**config.mk**
```make
export PLATFORM = sky130hd
export DESIGN_NAME = mac_acc_drain
export DESIGN_NICKNAME = d
export VERILOG_FILES = /design/src/rtl/mac_acc_drain.sv
export SDC_FILE = /design/constraint.sdc
export NUM_CORES = 1
export LEC_CHECK = 0
export BUFFER_PORTS_ARGS = -buffer_cell sky130_fd_sc_hd__buf_4
export CORE_UTILIZATION = 41
export DETAILED_ROUTE_END_ITERATION = 16
export GPL_TIMING_DRIVEN = 0
export PLACE_DENSITY = 0.66
export SLEW_MARGIN = 5
export SYNTH_ARGS = -nofsm -noshare
export SYNTH_HDL_FRONTEND = slang
export SYNTH_SLANG_ARGS = --single-unit
```
**constraint.sdc**
```tcl
create_clock -name clk -period 2 [get_ports clk]
set_input_delay 0.3 -clock clk [delete_from_list [all_inputs] [get_ports clk]]
set_output_delay 0.3 -clock clk [all_outputs]
set_load 0.05 [all_outputs]
```
**src/rtl/mac_acc_drain.sv**
```systemverilog
// mac_acc_drain: captures a 22-bit accumulator word and drains it as bytes, LSB first.
// Define MAC_DRAIN_SAT_EN to clamp each word to signed 16 bits and emit 2 bytes instead of 3.
module mac_acc_drain (
    input  logic        clk,
    input  logic        reset,
    input  logic [21:0] acc_in,
    input  logic        acc_vld,
    output logic        acc_rdy,
    output logic [7:0]  dout,
    output logic        dout_vld,
    input  logic        dout_rdy,
    output logic        dout_last,
    output logic        ovr,
    output logic        sat_flag
);
    typedef enum logic {IDLE, SEND} state_t;
`ifdef MAC_DRAIN_SAT_EN
    localparam logic [1:0] LAST_IDX = 2'd1;
    logic over, under;
    assign over  = $signed(acc_in) > 22'sd32767;
    assign under = $signed(acc_in) < -22'sd32768;
    logic [21:0] cap;
    logic        cap_sat;
    assign cap     = over ? 22'h007FFF : under ? 22'h3F8000 : acc_in;
    assign cap_sat = over | under;
`else
    localparam logic [1:0] LAST_IDX = 2'd2;
    logic [21:0] cap;
    logic        cap_sat;
    assign cap     = acc_in;
    assign cap_sat = 1'b0;
`endif
    state_t      state_q, state_d;
    logic [1:0]  idx_q, idx_d;
    logic [21:0] held_q, held_d;
    logic        ovr_q, ovr_d;
    logic        sat_q, sat_d;
    logic [7:0]  dout_q, dout_d;
    logic        last_q, last_d;
    function automatic logic [7:0] pick(input logic [21:0] h, input logic [1:0] i);
        return i == 2'd0 ? h[7:0] : i == 2'd1 ? h[15:8] : {h[21], h[21], h[21:16]};
    endfunction
    // Output byte and last flag are registered from the next-state view so they align with dout_vld.
    always_comb begin
        state_d = state_q;
        idx_d   = idx_q;
        held_d  = held_q;
        ovr_d   = ovr_q;
        sat_d   = sat_q;
        if (state_q == IDLE) begin
            if (acc_vld) begin
                state_d = SEND;
                idx_d   = 2'd0;
                held_d  = cap;
                sat_d   = cap_sat;
            end
        end else begin
            if (acc_vld)
                ovr_d = 1'b1;
            if (dout_rdy) begin
                if (idx_q == LAST_IDX)
                    state_d = IDLE;
                else
                    idx_d = idx_q + 2'd1;
            end
        end
        dout_d = state_d == SEND ? pick(held_d, idx_d) : 8'h00;
        last_d = state_d == SEND && idx_d == LAST_IDX;
    end
    always_ff @(posedge clk or posedge reset) begin
        if (reset) begin
            state_q <= IDLE;
            idx_q   <= 2'd0;
            held_q  <= 22'd0;
            ovr_q   <= 1'b0;
            sat_q   <= 1'b0;
            dout_q  <= 8'h00;
            last_q  <= 1'b0;
        end else begin
            state_q <= state_d;
            idx_q   <= idx_d;
            held_q  <= held_d;
            ovr_q   <= ovr_d;
            sat_q   <= sat_d;
            dout_q  <= dout_d;
            last_q  <= last_d;
        end
    end
    assign acc_rdy   = state_q == IDLE;
    assign dout_vld  = state_q == SEND;
    assign dout      = dout_q;
    assign dout_last = last_q;
    assign ovr       = ovr_q;
    assign sat_flag  = sat_q;
endmodule

```
==> flow_metrics.env, run 1 <==
export IMPL_outcome="completed"
export IMPL_tns_ns=0
export IMPL_syn_num_nets=159
export IMPL_routedWlPerCell_um=15.88
export IMPL_num_antenna_cells=0
export IMPL_yosysSeqAreaShare_pct=55.29
export IMPL_cts_buffers=5
export IMPL_worstPathMaxFanout=8
export IMPL_syn_inst=131
export IMPL_syn_area_um2=1584
export IMPL_max_slew_margin_rel_pct=52.01
export IMPL_antenna_left=0
export IMPL_p_per_area_nw_per_um2=1753
export IMPL_die_area_um2=4116
export IMPL_layout_setup_ws_ns=0.1616
export IMPL_yosysTopAreaCellShare_pct=55.29
export IMPL_grt_pass1_vias=1258
export IMPL_cts_num_sinks=35
export IMPL_syn_to_final_growth_pct=26.38
export IMPL_setup_viol=0
export IMPL_drc=0
export IMPL_gp_congestion=0.7917
export IMPL_io_buffers=36
export IMPL_hpwl_um=2493
export IMPL_ir_drop_v=0.0006249
export IMPL_clk_latency_ns=0.29
export IMPL_die_x_um=64.16
export IMPL_post_cts_buffers=0
export IMPL_critPathKind="register to register"
export IMPL_nNetsFinal=202
export IMPL_grtUsageTotal_pct=18.91
export IMPL_cap_viol_max_count=0
export IMPL_r2r_start="idx_q[0]"
export IMPL_cts_resized=0
export IMPL_cts_buffer_depth=2
export IMPL_start_util_pct=42.94
export IMPL_drive_gt1_share_pct=43.10
export IMPL_timing_rr_end="dout[2]"
export IMPL_yosysUniqueCellTypes=23
export IMPL_hold_class="primary input to async pin"
export IMPL_synth_top_area_cell="dfrtp_1"
export IMPL_vias=1216
export IMPL_rows=22
export IMPL_pin_count=39
export IMPL_clk_pin_slew_ns=0.07
export IMPL_cts_root_buf="clkbuf_8"
export IMPL_drv_slew=0
export IMPL_ff2ff_setup_slack_ns=0.16
export IMPL_ff2ff_path_depth=5
export IMPL_synth_area_leaders="dfrtp_1 (55%), mux2_2 (16%), nor3_1 (5.4%), o41ai_1 (4.4%), a21oi_1 (3.8%)"
export IMPL_cts_hold_buf=0
export IMPL_syn_area_per_cell_um2=12.09
export IMPL_leakage_nw=0.8942
export IMPL_routed_wl_um=3525
export IMPL_end_kind="register"
export IMPL_hold_violations=0
export IMPL_skew_ns=0.008353
export IMPL_utilization_pct=54.27
export IMPL_grt_start_max_net_pins=36
export IMPL_yosysWarnings=0
export IMPL_detail_route_iter0_violations=41
export IMPL_startpoint_type="register"
export IMPL_via_per_inst=5.477
export IMPL_grt_first_pass_wirelength_um=5623
export IMPL_core_area_um2=3689
export IMPL_cts_tree="yes"
export IMPL_antenna_found_initial=0
export IMPL_max_freq_mhz=543.9
export IMPL_dr_pass1_iters=4
export IMPL_period_share_pct=91.92
export IMPL_cts_htree_levels=2
export IMPL_critPathRequiredTime_ns=2.13
export IMPL_gr_total_overflow=0
export IMPL_chipHeight_um=64.16
export IMPL_place_ws_ns=0.2229
export IMPL_synth_seq_cells=35
export IMPL_cp_data_arrival_time_ns=1.97
export IMPL_period_needed_ns=1.838
export IMPL_tightestPinTransition_ns=0.7189
export IMPL_rsz0062_at_grt="false"
worst max path at each step:
stage | from | endpoint | slack (ns) | cells past startpoint
after global routing | idx_q[0] | dout[2] | 0.07 | 5
after CTS | idx_q[0] | dout[3] | 0.20 | 5
final | idx_q[0] | dout[2] | 0.16 | 5
after floorplan | dout_vld | dout[0] | 0.43 | 4
after detailed placement | idx_q[0] | dout[2] | 0.22 | 5
after global placement | idx_q[0] | dout[6] | 0.25 | 6
kinds of logic (layout without fill, tap and decap cells):
group	after synthesis	count (layout)	synth area share, %
adders and majority gates	2	2	1.580
other	1	1	0.2367
DFF	35	35	55.29
AOI/OAI and AO/OA	30	30	12.72
muxes	24	24	17.77
buffers and inverters	15	58	4.896
and+or+nand+nor	24	24	7.504
layer usage:
layer  routed length (um)  track usage (%)  share of wire, %
met1                 1367            20.63                39
met2                 1808            30.05                51
met3                  203            5.893               5.8
met4                  146            15.56               4.1
met5                    0                0                 0
critical path, cell delays in order (launching register included):
cell	delay (ns)
dfrtp_1	0.40
inv_1	0.10
ha_1	0.32
nor2_1	0.05
a21oi_1	0.58
o41ai_1	0.23
through the flow:
| step | cells | hold slack [ns] | power (mW) | area (um2) |
|---|---|---|---|---|
| 2_1_floorplan | 131 | 0.4516 | 2.508 | 1584 |
| 3_3_place_gp | 215 | 0.4465 | 2.931 | 1914 |
| 3_5_place_dp | 215 | 0.4577 | 3.006 | 1914 |
| 4_1_cts | 222 | 0.2340 | 3.515 | 2002 |
| 5_1_grt | 222 | 0.1923 | 3.704 | 2002 |
| 6_report | 222 | 0.1348 | 3.510 | 2002 |
flip-flops by register name (all words and copies together) (netlist names):
name,count
dout,8
dout_last,1
dout_vld,1
held_q,22
idx_q,2
ovr,1
area by class of cell:
type	instances	area, um2
sequential	35	875.8
buffer	10	58.81
multi-input combinational	81	630.6
timing repair buffer	36	270.3
tap	48	60.06
clock inverter	1	5.005
clock buffer	6	82.58
inverter	5	18.77
fill	343	1687
Yosys cell counts:
| master | n |
|---|---|
| a21o_1 | 1 |
| buf_4 | 3 |
| o41ai_1 | 8 |
| mux2_2 | 23 |
| o31ai_1 | 1 |
| conb_1 | 1 |
| a21oi_1 | 12 |
| a31oi_1 | 1 |
| nor3_1 | 17 |
| clkbuf_1 | 4 |
| mux2i_4 | 1 |
| ha_1 | 2 |
| nor2b_1 | 1 |
| inv_2 | 1 |
| and3b_1 | 1 |
| dfrtp_1 | 35 |
| nand2_1 | 1 |
| buf_2 | 2 |
| buf_6 | 1 |
| inv_1 | 4 |
| o211ai_1 | 6 |
| o21ai_0 | 1 |
| nor2_1 | 4 |
report_power, final:
part	leakage (nW)	switching, mW	internal (mW)
combinational	0.431	1.05	0.697
sequential	0.416	0.190	1.06
clock	0.0470	0.241	0.270
layout by cell type, fill, tap and decap left out:
master / Yosys / routed
inv_1: 4 / 3
conb_1: 1 / 1
buf_4: 3 / 39
nand2_1: 1 / 1
a31oi_1: 1 / 1
o211ai_1: 6 / 6
buf_6: 1 / 1
buf_2: 2 / 2
o31ai_1: 1 / 1
mux2i_4: 1 / 1
and3b_1: 1 / 1
nor2b_1: 1 / 1
clkbuf_8: 0 / 6
o21ai_0: 1 / 1
a21o_1: 1 / 1
inv_2: 1 / 2
nor2_1: 4 / 4
o41ai_1: 8 / 8
mux2_2: 23 / 23
nor3_1: 17 / 17
dfrtp_1: 35 / 35
clkinv_2: 0 / 1
a21oi_1: 12 / 12
ha_1: 2 / 2
clkbuf_1: 4 / 4
No activity file was read; power rests on OpenSTA's default activity.
==> run 2, diff against run 1 <==
==> constraint.sdc (replaced) <==
create_clock -name clk -period 2 [get_ports clk]
set_input_delay 0.1 -clock clk [delete_from_list [all_inputs] [get_ports clk]]
set_output_delay 0.1 -clock clk [all_outputs]
set_load 0.05 [all_outputs]
==> flow_metrics.env, run 2 (synthesis results as in run 1) <==
export IMPL_grt_util_met2_pct=30.05
export IMPL_cp_data_arrival_time_ns=1.97
export IMPL_grtUsageTotal_pct=18.91
export IMPL_pin_count=39
export IMPL_place_ws_ns=0.2229
export IMPL_nNetsFinal=203
export IMPL_final_cell_mix="buf_4 (39), dfrtp_1 (35), mux2_2 (23)"
export IMPL_drive_gt1_share_pct=42.86
export IMPL_path_delay_family="compound AO/OA/AOI/OAI gates"
export IMPL_p_clk_share_pct=14.5
export IMPL_timing_rr_end="dout[2]"
export IMPL_period_share_pct=92.15
export IMPL_cts_buffer_depth=2
export IMPL_cts_buffers=5
export IMPL_ff2ff_setup_slack_ns=0.16
export IMPL_r2r_start="idx_q[0]"
export IMPL_largest_reg_flops=22
export IMPL_antenna_found_initial=0
export IMPL_p_comb_share_pct=49.8
export IMPL_cts_htree_levels=2
export IMPL_grtUsageMet3_pct=5.893
export IMPL_placed_area_um2=1914
export IMPL_chipHeight_um=64.16
export IMPL_hold_violations=0
export IMPL_cts_resized=0
export IMPL_detail_route_iter0_violations=37
export IMPL_cts_root_buf="clkbuf_8"
export IMPL_fillCellCount=341
export IMPL_gp_congestion=0.7917
export IMPL_layout_setup_ws_ns=0.1570
export IMPL_swShare_pct=42.10
export IMPL_ff2ff_path_depth=5
export IMPL_period_needed_ns=1.843
export IMPL_final_common_cell="buf_4"
export IMPL_max_freq_mhz=542.6
export IMPL_die_x_um=64.16
export IMPL_critical_path_max_stage_delay_ns=0.58
export IMPL_skew_ns=0.007788
export IMPL_rsz0062_at_grt="false"
export IMPL_top_register="held_q"
export IMPL_grt_use_met1_pct=20.63
export IMPL_path_buf_inv=1
export IMPL_grt_pass1_vias=1258
export IMPL_crit_path_top_delay_cell="a21oi_1"
export IMPL_cap_viol_max_count=0
export IMPL_worstHoldStart="acc_in[8]"
export IMPL_hold_class="primary input to register"
export IMPL_routed_wl_um=3522
export IMPL_io_buffers=36
export IMPL_drc=0
export IMPL_p_int_mw=2.031
export IMPL_p_seq_share_pct=35.7
export IMPL_leakage_nw=0.8984
export IMPL_ir_drop_v=0.0006244
export IMPL_max_slew_margin_rel_pct=51.35
export IMPL_cts_num_sinks=35
export IMPL_start_util_pct=42.94
export IMPL_crit_chain="inv_1 > ha_1 > nor2_1 > a21oi_1 > o41ai_1"
export IMPL_vias=1217
export IMPL_grt_start_max_net_pins=36
export IMPL_cts_tree="yes"
export IMPL_syn_to_final_growth_pct=27.01
export IMPL_dr_pass1_iters=4
export IMPL_tightestPinTransition_ns=0.7286
export IMPL_utilization_pct=54.55
export IMPL_end_kind="register"
export IMPL_core_area_um2=3689
export IMPL_clk_pin_slew_ns=0.07
export IMPL_die_area_um2=4116
export IMPL_setup_viol=0
export IMPL_p_per_area_nw_per_um2=1744
export IMPL_num_antenna_cells=0
export IMPL_final_cell_area_um2=2012
export IMPL_via_per_inst=5.457
export IMPL_critPathRequiredTime_ns=2.13
export IMPL_drv_slew=0
export IMPL_clk_latency_ns=0.29
export IMPL_grt_busiest_layer="met2"
export IMPL_outcome="completed"
export IMPL_critPathKind="register to register"
export IMPL_rows=22
export IMPL_holdPathEnd="held_q[8]"
export IMPL_antenna_left=0
export IMPL_gr_total_overflow=0
export IMPL_worstPathMaxFanout=8
export IMPL_holdPathStages=2
export IMPL_switchingPower_mw=1.477
export IMPL_grt_first_pass_wirelength_um=5623
export IMPL_hpwl_um=2493
export IMPL_routedWlPerCell_um=15.79
export IMPL_startpoint_type="register"
export IMPL_tns_ns=0
-- run 2: cell types whose count changed in the layout (fill, tap and decap cells not counted), sizes merged --
cell / delta
dlygate4sd3: +1
-- run 2: repair_timing --
action	in CTS	in global routing
buffers inserted	0	0
hold buffers	0	1
endpoints found under the hold margin	0	34
-- run 2: layer usage --
metal / vias to the layer above / share of wire [%]
met5: - / 0
met4: 0 / 4.3
met3: 18 / 5.5
met2: 42 / 51
met1: 587 / 39
li1: 570 / -
-- run 2: power by group through the flow --
stage                     sequential [mW]  combinational [mW]  clock (mW)
final                                1.25                1.75       0.508
after detailed placement             1.27                1.74           0
after CTS                            1.25                1.74       0.520
after floorplan                      1.54               0.968           0
after global placement               1.25                1.69           0
after global routing                 1.30                1.86       0.545
-- run 2: cell type report --
| cell class | instances | area, um2 | area share [%] |
|---|---|---|---|
| Sequential cell | 35 | 875.8 | 43.53 |
| Tap cell | 48 | 60.06 | 2.985 |
| Timing Repair Buffer | 37 | 280.3 | 13.93 |
| Buffer | 10 | 58.81 | 2.923 |
| Clock inverter | 1 | 5.005 | 0.2488 |
| Clock buffer | 6 | 82.58 | 4.104 |
| Inverter | 5 | 18.77 | 0.9328 |
| Multi-Input combinational cell | 81 | 630.6 | 31.34 |
-- run 2: stage by stage --
step	total power, mW	cells	hold slack (ns)
final	3.508	223	0.04360
after global routing	3.706	223	0.03563
after CTS	3.515	222	0.03401
after detailed placement	3.006	215	0.3393
after global placement	2.931	215	0.3337
after floorplan	2.508	131	0.2516
-- run 2: worst max path at each step --
stage,start,end,slack (ns),cells after the start
final,idx_q[0],dout[2],0.16,5
after global routing,idx_q[0],dout[2],0.07,5
after CTS,idx_q[0],dout[3],0.20,5
after detailed placement,idx_q[0],dout[2],0.22,5
after global placement,idx_q[0],dout[6],0.25,6
after floorplan,dout_vld,dout[0],0.43,4
-- run 2: worst register-to-register path: stages (launching register included) --
cell and delay [ns]:
dfrtp_1 0.40, inv_1 0.10, ha_1 0.33, nor2_1 0.05, a21oi_1 0.58, o41ai_1 0.23
==> run 3, diff against run 2 <==
- CORE_UTILIZATION: 41 -> 40
- CTS_CLUSTER_DIAMETER: unset -> 40
- PLACE_DENSITY: 0.66 -> 0.65
==> flow_metrics.env, run 3 (synthesis results as in run 1) <==
export IMPL_io_buffers=36
export IMPL_routedWlPerCell_um=14.83
export IMPL_highest_layer="met4"
export IMPL_drive_gt1_share_pct=42.61
export IMPL_die_area_um2=4216
export IMPL_dr_wl_met3_um=158
export IMPL_largest_reg_flops=22
export IMPL_via_per_inst=5.313
export IMPL_ff2ff_setup_slack_ns=0.16
export IMPL_outcome="completed"
export IMPL_critPathRequiredTime_ns=2.12
export IMPL_rsz0062_at_grt="false"
export IMPL_skew_ns=0.005019
export IMPL_critPathKind="register to register"
export IMPL_clk_pin_slew_ns=0.07
export IMPL_max_slew_margin_rel_pct=51.39
export IMPL_pin_count=39
export IMPL_worstPathMaxFanout=8
export IMPL_max_freq_mhz=543.9
export IMPL_finalPower_mw=3.715
export IMPL_syn_to_final_growth_pct=29.86
export IMPL_top_register="held_q"
export IMPL_end_kind="register"
export IMPL_wl_met2_um=1717
export IMPL_cts_buffers=5
export IMPL_cts_num_sinks=35
export IMPL_tightestPinTransition_ns=0.7292
export IMPL_period_needed_ns=1.839
export IMPL_cts_tree="yes"
export IMPL_crit_chain="inv_1 > ha_1 > nor2_1 > a21oi_1 > o41ai_1"
export IMPL_vias=1190
export IMPL_grtUsageTotal_pct=18.63
export IMPL_critical_path_max_stage_delay_ns=0.59
export IMPL_hold_class="primary input to register"
export IMPL_dp_cells=215
export IMPL_startpoint_type="register"
export IMPL_setup_viol=0
export IMPL_nNetsFinal=203
export IMPL_placed_area_um2=1914
export IMPL_dr_pass1_iters=4
export IMPL_routed_wl_um=3321
export IMPL_start_util_pct=42.63
export IMPL_cts_buffer_depth=2
export IMPL_layout_setup_ws_ns=0.1613
export IMPL_rows=22
export IMPL_stdcell_count=224
export IMPL_grt_pass1_vias=1254
export IMPL_met1Wirelength_um=1390
export IMPL_cap_viol_max_count=0
export IMPL_cp_data_arrival_time_ns=1.96
export IMPL_period_share_pct=91.93
export IMPL_gp_congestion=0.7227
export IMPL_antenna_found_initial=0
export IMPL_die_x_um=64.93
export IMPL_ir_drop_v=0.0006322
export IMPL_num_antenna_cells=0
export IMPL_drv_slew=0
export IMPL_cts_resized=0
export IMPL_crit_path_top_delay_cell="a21oi_1"
export IMPL_gr_total_overflow=0
export IMPL_hpwl_um=2331
export IMPL_cts_htree_levels=2
export IMPL_drc=0
export IMPL_p_per_area_nw_per_um2=1806
export IMPL_place_ws_ns=0.1993
export IMPL_hold_violations=0
export IMPL_tns_ns=0
export IMPL_chipHeight_um=64.93
export IMPL_antenna_left=0
export IMPL_final_common_cell="buf_4"
export IMPL_final_cell_area_um2=2057
export IMPL_core_area_um2=3716
export IMPL_final_cell_mix="buf_4 (39), dfrtp_1 (35), mux2_2 (23)"
export IMPL_clk_latency_ns=0.28
export IMPL_grt_first_pass_wirelength_um=5796
export IMPL_grt_start_max_net_pins=36
export IMPL_detail_route_iter0_violations=42
export IMPL_cts_root_buf="clkbuf_8"
export IMPL_leakage_nw=0.9167
[run 3: cell types whose count changed in the layout (fill, tap and decap cells not counted), sizes merged]
cell	previous run	this run
bufinv	0	2
clkinv	1	0
[run 3: power by group]
part           internal (mW)  total [mW]  leakage [nW]  switching (mW)
Sequential              1.06        1.24         0.416           0.182
Combinational          0.698        1.73         0.435            1.03
Clock                  0.498       0.743        0.0654           0.244
Total                   2.26        3.72         0.917            1.46
[run 3: stage by stage]
stage               hold slack, ns  util (%)
finish                     0.04556     55.35
global route               0.03289     55.35
CTS                        0.04104     55.08
detailed placement          0.3374     51.52
global placement            0.3343     51.52
floorplan                   0.2516         -
[run 3: worst max-delay path: cells and delay by family (launching register included)]
kind / cells / cell delay (ns)
buffers and inverters: 1 / 0.10
flip-flops: 1 / 0.41
adder cells (fa/ha/maj): 1 / 0.32
AND/OR/NAND/NOR: 1 / 0.05
AO/OA/AOI/OAI: 2 / 0.81
[run 3: what timing repair did]
| item | CTS | global route |
|---|---|---|
| hold buffers | 0 | 1 |
| buffers inserted | 0 | 0 |
| endpoints found under the hold margin | 0 | 31 |
[run 3: final timing paths]
check	start	end	cells after the start
setup / recovery	idx_q[0]	dout[0]	5
hold / removal	acc_in[14]	held_q[14]	2
setup reg to reg	idx_q[0]	dout[0]	5
hold reg to reg	ovr	ovr	1
max in group asynchronous	reset	dout[0]	3
min in group asynchronous	reset	dout[4]	3
[run 3: area by class of cell]
type	instances	area (um2)
fillers	329	1659
flip-flops and latches	35	875.8
multi-input cells	81	630.6
repair buffers	37	280.3
clock buffers	6	72.57
clock inverters	2	60.06
well taps	48	60.06
plain buffers	10	58.81
inverters	5	18.77
[run 3: per-layer routing]
layer	track usage, %	vias up
met4	11.94	0
met1	23.08	583
met3	4.930	6
met2	28.52	34
met5	0	-
li1	-	567
